## config.mk

```make
export PLATFORM = sky130hd
export DESIGN_NAME = uart_rx_frame_ctrl
export DESIGN_NICKNAME = d
export VERILOG_FILES = /design/src/rtl/uart_rx_pkg.sv /design/src/rtl/uart_rx_edge_bit_cnt.sv /design/src/rtl/uart_rx_frame_ctrl.sv
export SDC_FILE = /design/constraint.sdc
export NUM_CORES = 1
export LEC_CHECK = 0
export CORE_MARGIN = 4
export CORE_UTILIZATION = 42
export CTS_CLUSTER_SIZE = 16
export DETAILED_ROUTE_END_ITERATION = 7
export PLACE_DENSITY = 0.71
export SYNTH_ARGS = -nofsm -noshare
export SYNTH_HDL_FRONTEND = slang
export SYNTH_SLANG_ARGS = --single-unit
```

## constraint.sdc

```tcl
create_clock -name RX_clk -period 6.5 [get_ports RX_clk]
set_clock_uncertainty 0.1 [all_clocks]
set_input_delay 1.3 -clock RX_clk [delete_from_list [all_inputs] [get_ports RX_clk]]
set_output_delay 1.3 -clock RX_clk [all_outputs]
set_load 0.01 [all_outputs]
```

## src/rtl/uart_rx_pkg.sv

```systemverilog
// Shared types and helpers for the UART receive front end.
// Holds the frame FSM state encoding and the 3-sample majority voter.
package uart_rx_pkg;

  typedef enum logic [2:0] {
    IDLE,
    START,
    DATA,
    PARITY,
    STOP
  } rx_state_e;

  function automatic logic maj3(input logic a, input logic b, input logic c);
    return (a & b) | (a & c) | (b & c);
  endfunction

endpackage

```

## src/rtl/uart_rx_edge_bit_cnt.sv

```systemverilog
// Oversampling edge counter (0..P-1, wraps at P-1) and data-bit counter.
// Clear has priority over enable/increment on both counters.
module uart_rx_edge_bit_cnt #(
  parameter int PRESC_W = 6,
  parameter int BIT_W   = 3
) (
  input  logic               clk,
  input  logic               rst,
  input  logic               cnt_en,
  input  logic               cnt_clr,
  input  logic [PRESC_W-1:0] presc,
  input  logic               bit_inc,
  input  logic               bit_clr,
  output logic [PRESC_W-1:0] edge_cnt,
  output logic [BIT_W-1:0]   bit_cnt,
  output logic               edge_last
);

  logic [PRESC_W-1:0] edge_cnt_q, edge_cnt_d;
  logic [BIT_W-1:0]   bit_cnt_q, bit_cnt_d;

  // Any Prescale value still wraps here, so the FSM always leaves every bit.
  assign edge_last = (edge_cnt_q == presc - PRESC_W'(1));
  assign edge_cnt  = edge_cnt_q;
  assign bit_cnt   = bit_cnt_q;

  // NOTE: every always_comb output gets a default first so no latch is inferred.
  always_comb begin
    edge_cnt_d = edge_cnt_q;
    bit_cnt_d  = bit_cnt_q;
    if (cnt_clr) begin
      edge_cnt_d = '0;
    end else if (cnt_en) begin
      edge_cnt_d = edge_last ? '0 : edge_cnt_q + PRESC_W'(1);
    end
    if (bit_clr) begin
      bit_cnt_d = '0;
    end else if (bit_inc) begin
      bit_cnt_d = bit_cnt_q + BIT_W'(1);
    end
  end

  // NOTE: sequential state uses non-blocking assignments only.
  always_ff @(posedge clk or posedge rst) begin
    if (rst) begin
      edge_cnt_q <= '0;
      bit_cnt_q  <= '0;
    end else begin
      edge_cnt_q <= edge_cnt_d;
      bit_cnt_q  <= bit_cnt_d;
    end
  end

endmodule

```

## src/rtl/uart_rx_frame_ctrl.sv

```systemverilog
// UART RX framing: start detect, 3-sample majority vote per bit, deserializer
// strobes, and parity/stop checking with a data_valid strobe at end of frame.
module uart_rx_frame_ctrl
  import uart_rx_pkg::*;
#(
  parameter int DATA_WIDTH = 8,
  parameter int PRESC_W    = 6
) (
  input  logic               RX_clk,
  input  logic               rst,
  input  logic               RX_IN,
  input  logic [PRESC_W-1:0] Prescale,
  input  logic               PAR_EN,
  input  logic               PAR_TYP,
  output logic               sampled_bit,
  output logic               deser_en,
  output logic               done,
  output logic               data_valid,
  output logic               par_err,
  output logic               stp_err
);

  localparam int BIT_W = (DATA_WIDTH > 1) ? $clog2(DATA_WIDTH) : 1;

  rx_state_e          state_q, state_d;
  logic [PRESC_W-1:0] presc_q, presc_d;
  logic               par_en_q, par_en_d;
  logic               par_typ_q, par_typ_d;
  logic               smp_lo_q, smp_lo_d;
  logic               smp_mid_q, smp_mid_d;
  logic               sampled_bit_q, sampled_bit_d;
  logic               par_acc_q, par_acc_d;
  logic               par_err_q, par_err_d;
  logic               stp_err_q, stp_err_d;

  logic               cnt_en, cnt_clr, bit_inc, bit_clr, edge_last;
  logic [PRESC_W-1:0] edge_cnt, half;
  logic [BIT_W-1:0]   bit_cnt;
  logic               at_hm1, at_h, at_hp1, at_hp2, last_bit;

  uart_rx_edge_bit_cnt #(
    .PRESC_W(PRESC_W),
    .BIT_W  (BIT_W)
  ) u_cnt (
    .clk      (RX_clk),
    .rst      (rst),
    .cnt_en   (cnt_en),
    .cnt_clr  (cnt_clr),
    .presc    (presc_q),
    .bit_inc  (bit_inc),
    .bit_clr  (bit_clr),
    .edge_cnt (edge_cnt),
    .bit_cnt  (bit_cnt),
    .edge_last(edge_last)
  );

  // Vote window sits on the bit centre; the voted bit is usable one edge later.
  assign half     = presc_q >> 1;
  assign at_hm1   = (edge_cnt == half - PRESC_W'(1));
  assign at_h     = (edge_cnt == half);
  assign at_hp1   = (edge_cnt == half + PRESC_W'(1));
  assign at_hp2   = (edge_cnt == half + PRESC_W'(2));
  assign last_bit = (bit_cnt == BIT_W'(DATA_WIDTH - 1));

  assign sampled_bit = sampled_bit_q;
  assign par_err     = par_err_q;
  assign stp_err     = stp_err_q;

  always_comb begin
    state_d       = state_q;
    presc_d       = presc_q;
    par_en_d      = par_en_q;
    par_typ_d     = par_typ_q;
    smp_lo_d      = smp_lo_q;
    smp_mid_d     = smp_mid_q;
    sampled_bit_d = sampled_bit_q;
    par_acc_d     = par_acc_q;
    par_err_d     = par_err_q;
    stp_err_d     = stp_err_q;
    cnt_en        = 1'b0;
    cnt_clr       = 1'b0;
    bit_inc       = 1'b0;
    bit_clr       = 1'b0;
    deser_en      = 1'b0;
    done          = 1'b0;
    data_valid    = 1'b0;

    if (state_q != IDLE) begin
      cnt_en = 1'b1;
      if (at_hm1) smp_lo_d = RX_IN;
      if (at_h)   smp_mid_d = RX_IN;
      if (at_hp1) sampled_bit_d = maj3(smp_lo_q, smp_mid_q, RX_IN);
    end

    case (state_q)
      IDLE: begin
        // The detect cycle itself is edge 0 of the start bit.
        if (!RX_IN) begin
          state_d   = START;
          cnt_en    = 1'b1;
          bit_clr   = 1'b1;
          presc_d   = Prescale;
          par_en_d  = PAR_EN;
          par_typ_d = PAR_TYP;
          par_acc_d = 1'b0;
          par_err_d = 1'b0;
          stp_err_d = 1'b0;
        end
      end
      START: begin
        if (edge_last) begin
          if (!sampled_bit_q) begin
            state_d = DATA;
          end else begin
            state_d = IDLE;
            cnt_clr = 1'b1;
          end
        end
      end
      DATA: begin
        if (at_hp2) begin
          deser_en  = 1'b1;
          par_acc_d = par_acc_q ^ sampled_bit_q;
        end
        if (edge_last) begin
          if (last_bit) begin
            state_d = par_en_q ? PARITY : STOP;
          end else begin
            bit_inc = 1'b1;
          end
        end
      end
      PARITY: begin
        if (at_hp2) par_err_d = (sampled_bit_q != (par_acc_q ^ par_typ_q));
        if (edge_last) state_d = STOP;
      end
      STOP: begin
        // Leaving mid-bit lets a start bit right after the stop bit be caught.
        if (at_hp2) begin
          stp_err_d  = ~sampled_bit_q;
          done       = 1'b1;
          data_valid = ~par_err_q & sampled_bit_q;
          state_d    = IDLE;
          cnt_clr    = 1'b1;
        end else if (edge_last) begin
          state_d = IDLE;
          cnt_clr = 1'b1;
        end
      end
      default: begin
        state_d = IDLE;
        cnt_clr = 1'b1;
      end
    endcase
  end

  always_ff @(posedge RX_clk or posedge rst) begin
    if (rst) begin
      state_q       <= IDLE;
      presc_q       <= '0;
      par_en_q      <= 1'b0;
      par_typ_q     <= 1'b0;
      smp_lo_q      <= 1'b0;
      smp_mid_q     <= 1'b0;
      sampled_bit_q <= 1'b0;
      par_acc_q     <= 1'b0;
      par_err_q     <= 1'b0;
      stp_err_q     <= 1'b0;
    end else begin
      state_q       <= state_d;
      presc_q       <= presc_d;
      par_en_q      <= par_en_d;
      par_typ_q     <= par_typ_d;
      smp_lo_q      <= smp_lo_d;
      smp_mid_q     <= smp_mid_d;
      sampled_bit_q <= sampled_bit_d;
      par_acc_q     <= par_acc_d;
      par_err_q     <= par_err_d;
      stp_err_q     <= stp_err_d;
    end
  end

endmodule

```

; Yosys cells after proc, flatten, opt, wreduce, memory -nomap -nowiden
; Cells that the tools add are included.
; W data, S select, Z words.
[word_totals]
output_inout_bits = 6
register_bits = 26
wordCells = 105
[op_classes]
eq_ne = 20
n_reduce_logical = 16
n_addsub = 6
bitwise = 11
mux = 40
[ops]
columns = cell, n
row1 = $mux W3, 10
row2 = $eq A6 B6 Y1, 4
row3 = $mux W1, 21
row4 = $mux W6, 3
row5 = $pmux W3 S5, 1
row6 = $ne A2 B2 Y1 const B, 5
row7 = $reduce_bool A2 Y1, 5
row8 = $reduce_and A3 Y1, 3
row9 = $reduce_and A2 Y1, 4
row10 = $add A5 B1 Y6 const B, 1
row11 = $add A5 B2 Y6 const B, 1
row12 = $add A6 B1 Y6 const B, 1
row13 = $eq A3 B2 Y1 const B, 2
row14 = $eq A3 B3 Y1 const B, 2
row15 = $eq A6 B5 Y1, 1
row16 = $ne A2 B1 Y1 const B, 3
row17 = $pmux W1 S2, 3
row18 = $reduce_and A6 Y1, 1
row19 = $sub A5 B1 Y6 const B, 1
row20 = $sub A6 B1 Y6 const B, 1
row21 = $and A1 B1 Y1, 4
row22 = $add A3 B1 Y3 const B, 1
row23 = $eq A3 B1 Y1 const B, 1
row24 = $logic_not A3 Y1, 1
row25 = other kinds (9), 13

; Depth between registers and ports, before layout
[logic_depth]
depth_word = 6
ltp_mapped = 9
mapped_depth_nobuf = 8

; By module
; From an unflattened synthesis, not the netlist that was laid out.
[hier_totals]
hier_cells = 218
area_unflattened_um2 = 1958.1
[by_module_without_submodules]
columns = module, cells_each, area_per_inst_um2, seq_area_each_um2, instances
row1 = uart_rx_frame_ctrl, 150, 1297.5, 425.4, 1
row2 = uart_rx_edge_bit_cnt, 68, 660.6, 225.2, 1

; Least setup slack after synthesis
; OpenSTA, ideal clock, no wires.
[synth_path]
path_type = flip-flop to output port
from = register presc_q[2]
to = output data_valid
stages_incl_launch_ff = 8
slack_ns = 3.142
arrival_ns = 1.958
n_path_buf = 0
path_cell_list = dfrtp_1 > ha_1 > and2_1 > o21a_1 > o31ai_1 > and3_1 > nand3_1 > nor3b_1
[synth_via]
elab_chain_cells = 4
[synth_lines]
columns = element, line_no
row1 = start: declaration, uart_rx_frame_ctrl.sv:26  ; logic [PRESC_W-1:0] presc_q, presc_d;
row2 = start signal: assignment, uart_rx_frame_ctrl.sv:171  ; presc_q <= presc_d;
row3 = $add A5 B2 Y6, uart_rx_frame_ctrl.sv:62  ; assign at_hp2 = (edge_cnt == half + PRESC_W'(2));
row4 = $eq A6 B6 Y1, uart_rx_frame_ctrl.sv:62
row5 = $mux W1, uart_rx_frame_ctrl.sv:139  ; if (at_hp2) begin
row6 = $mux W1, uart_rx_frame_ctrl.sv:95  ; case (state_q)
row7 = end: declaration, uart_rx_frame_ctrl.sv:18  ; output logic data_valid,
; Every way passes these cells.

; Worst setup path in the final report
[layout_path]
from = register u_cnt.edge_cnt_q[4], in the netlist u_cnt.edge_cnt[4]
to = output data_valid
[layout_via]
elab_chain_cells = 3
[layout_lines]
columns = element, line_no
row1 = start: declaration, uart_rx_edge_bit_cnt.sv:19  ; logic [PRESC_W-1:0] edge_cnt_q, edge_cnt_d;
row2 = start signal: assignment, uart_rx_edge_bit_cnt.sv:49  ; edge_cnt_q <= edge_cnt_d;
row3 = $eq A6 B6 Y1, uart_rx_frame_ctrl.sv:62
row4 = $mux W1, uart_rx_frame_ctrl.sv:139
row5 = $mux W1, uart_rx_frame_ctrl.sv:95
; Every way passes these cells.

==> impl_metrics.yaml <==
worst_setup_path:
  cp_num_cells: 7
  rr_worst_depth: 8
  rrSetupSlack_ns: 3.68
  crit_buf_inv: 1
  worstSetupEndpoint: "data_valid"
  path_delay_family: "XOR/XNOR gates"
  crit_arrival_ns: 2.89
  critical_path_class: "reg2out"
  cp_max_fo: 7
  worstSetupStartpoint: "u_cnt.edge_cnt[4]"
  critPathCaptureType: "output pin"
  r2r_start: "presc_q[1]"
  critPathLaunchType: "register"
  timing.rr.end: "state_q[1]"
  slowest_stage: "xnor2_1"
  cp_cell_sequence: "xnor2_1 > xor2_1 > o21ai_0 > and3_1 > nand3_1 > nor3b_1 > clkdlybuf4s50_1"
  slowest_delay_ns: 0.56
  required_ns: 5.10
clock_network:
  ctsLongestPathBuffers: 2
  cts_tree: "built"
  ctsResizeCount: 0
  clock_sinks: 26
  htreeDepth: 1
  root_buffer: "clkbuf_8"
  clock_latency_ns: 0.28
  clk_pin_slew_ns: 0.10
  cts_setup_buffers: 0
  cts_made_buffers: 3
  postCtsHoldBufs: 0
routing:
  vias_per_cell: 5.66
  drc: 0
  drt_iter0_drc: 83
  ant_nets: 0
  via_count: 1623
  wl_per_cell_um: 14.5
  drt-total-wl_mm: 4.17
  firstDrtPassIters: 4
floorplan:
  core_area_mm2: 0.00435
  die_area_mm2: 0.00566
  die_h_um: 75.2
  io_pins: 17
  initial_core_util_pct: 43.6
  chipWidth_um: 75.2
  rows: 24
power_and_ir_drop:
  irDropWorstVdd_uv: 212
  power.total_w: 0.00114
  cellPowerDensity_mw_per_mm2: 527
  p_leak_nw: 0.971
synthesis:
  syn_avg_cell_area_um2: 8.44
  netlist.area_leader.share_pct: 34.3
  ys_seq_area_share_pct: 34.3
  syn_area_mm2: 0.00190
  synth_top_area_cell: "dfrtp_1"
  synth_nets: 246
  synth_flop_cell: "dfrtp_1"
  synth_area_leaders: "dfrtp_1 34%, ha_1 6.6%, nand2_1 5.9%, xor2_1 5.5%, xnor2_1 5.1%"
  netlist_instances: 225
  synth_seq_cells: 26
  yosys.cell_types.count: 43
  yosys_warnings: 0
  synth_edf_count: 0
  async_reset_ff_share_pct: 100
sta:
  post-route-min-period_ns: 4.29
  worst_pin_slew_ns: 0.990
  fmax_ghz: 0.233
  slew-limit-headroom_pct: 33.9
  rsz0062_at_grt: "false"
  finalSetupViolCount: 0
  min_period_over_period_pct: 66.0
  drv_slew: 0
  hold_viol: 0
  finalSetupTns_ns: 0
final_layout:
  area.growth.synth_to_final_pct: 14.1
  num_antenna_cells: 0
  drive_gt1_share_pct: 5.53
  finalNetCount: 257
job:
  cap_violations: 0
grt:
  grt_usage_pct: 15.7
  grt_pass1_wl_mm: 6.85
  grt_max_degree: 27
  gr-total-overflow: 0
  antenna_found_initial: 0
  first_global_vias: 1434
status:
  outcome: "complete, no violations"
place:
  place_congestion: 0.872
  dpl.hpwl_mm: 3.16
  portBuffers: 16
worst_hold_path:
  hp-class: "reg2reg"
[area by class of cell]
type                    count  area (um^2)
well taps                  52         65.1
repair buffers             17          168
multi-input cells         175         1160
clock inverters             1         30.0
flip-flops and latches     26          651
fillers                   415         2190
inverters                  13         48.8
clock buffers               3         41.3
[layer usage]
metal  up-vias  GRT usage, %  wire length, um
met5         -             0                0
met2        34          26.6             2010
met4         0          2.91               28
met3         4          1.60              161
met1       781          22.0             1960
li1        804             -                -
[through the flow]
stage / hold WS, ns / util, % / worst slack, ns / cell area, um^2 / cells
global route: 0.443 / 49.8 / 2.04 / 2170 / 287
floorplan: 0.367 / - / 3.14 / 1900 / 225
finish: 0.417 / 49.8 / 2.21 / 2170 / 287
global placement: 0.384 / 48.1 / 2.61 / 2100 / 283
detailed placement: 0.400 / 48.1 / 2.54 / 2100 / 283
CTS: 0.422 / 49.8 / 2.23 / 2170 / 287
[layout by cell type (no fill, tap or decap), drive strengths merged, types with 2 or more instances in the layout]
cell type and count:
nor4 2, nor2b 3, mux2i 5, a21oi 6, o211ai 2, xnor2 11, a31oi 3, nand3 10
clkdlybuf4s50 16, mux2 3, and3 5, nor3 6, nand2b 5, nor4b 2, o21ai 14, o31ai 3
dfrtp 26, xor2 12, ha 10, clkbuf 3, inv 13, and2 4, nand2 31, nor2 17
nand4 5
[how the worst min path moves through the flow]
stage / start / endpoint / slack [ns] / cells past startpoint
floorplan: par_typ_q / par_typ_q / 0.37 / 2
global placement: par_typ_q / par_typ_q / 0.38 / 2
detailed placement: smp_mid_q / smp_mid_q / 0.40 / 1
CTS: smp_mid_q / smp_mid_q / 0.42 / 1
global route: smp_mid_q / smp_mid_q / 0.44 / 1
finish: par_typ_q / par_typ_q / 0.42 / 2
[worst min-delay path: cells and delay by family, from the launching register on]
family           cells  cell delay (ns)
AND/OR/NAND/NOR      2             0.12
flip-flops           1             0.38
[sequential cells by signal (all words and copies together), names as in the netlist]
signal	flops
par_err	1
par_typ_q	1
sampled_bit	1
par_acc_q	1
smp_mid_q	1
state_q	3
stp_err	1
u_cnt.bit_cnt	3
smp_lo_q	1
presc_q	6
par_en_q	1
u_cnt.edge_cnt	6
[synthesized netlist by cell type (2+ instances only)]
cell type and number:
nand3_1 10, nor2_1 17, o31ai_1 3, and2_1 4, o21ai_0 14, dfrtp_1 26
nand4_1 5, clkbuf_1 10, and3_1 5, nor2b_1 3, mux2i_1 5, ha_1 10
nand2_1 30, nor4b_1 2, nor3_1 6, xnor2_1 11, xor2_1 12, a21oi_1 5
o211ai_1 2, mux2_2 3, a31oi_1 3, nor4_1 2, nand2b_1 5, inv_1 13
[kinds of logic (layout without fill, tap and decap cells)]
| logic type | after synthesis | after routing | synth area share (%) |
|---|---|---|---|
| multiplexers | 8 | 8 | 4.41 |
| flip-flops | 26 | 26 | 34.3 |
| buffers and inverters | 24 | 34 | 4.81 |
| AND/OR/NAND/NOR | 95 | 95 | 24.8 |
| AO/OA/AOI/OAI | 38 | 38 | 14.0 |
| XOR/XNOR | 23 | 23 | 10.6 |
| adder cells (fa/ha/maj) | 11 | 11 | 7.11 |
[power breakdown]
part           leakage (nW)  switching (W)  total [W]  internal, W
clock network        0.0357      0.0000563   0.000139    0.0000825
registers             0.333       0.000123   0.000351     0.000228
logic                 0.602       0.000366   0.000651     0.000285
total                 0.971       0.000546    0.00114     0.000595
(Power assumes the default switching activity.)
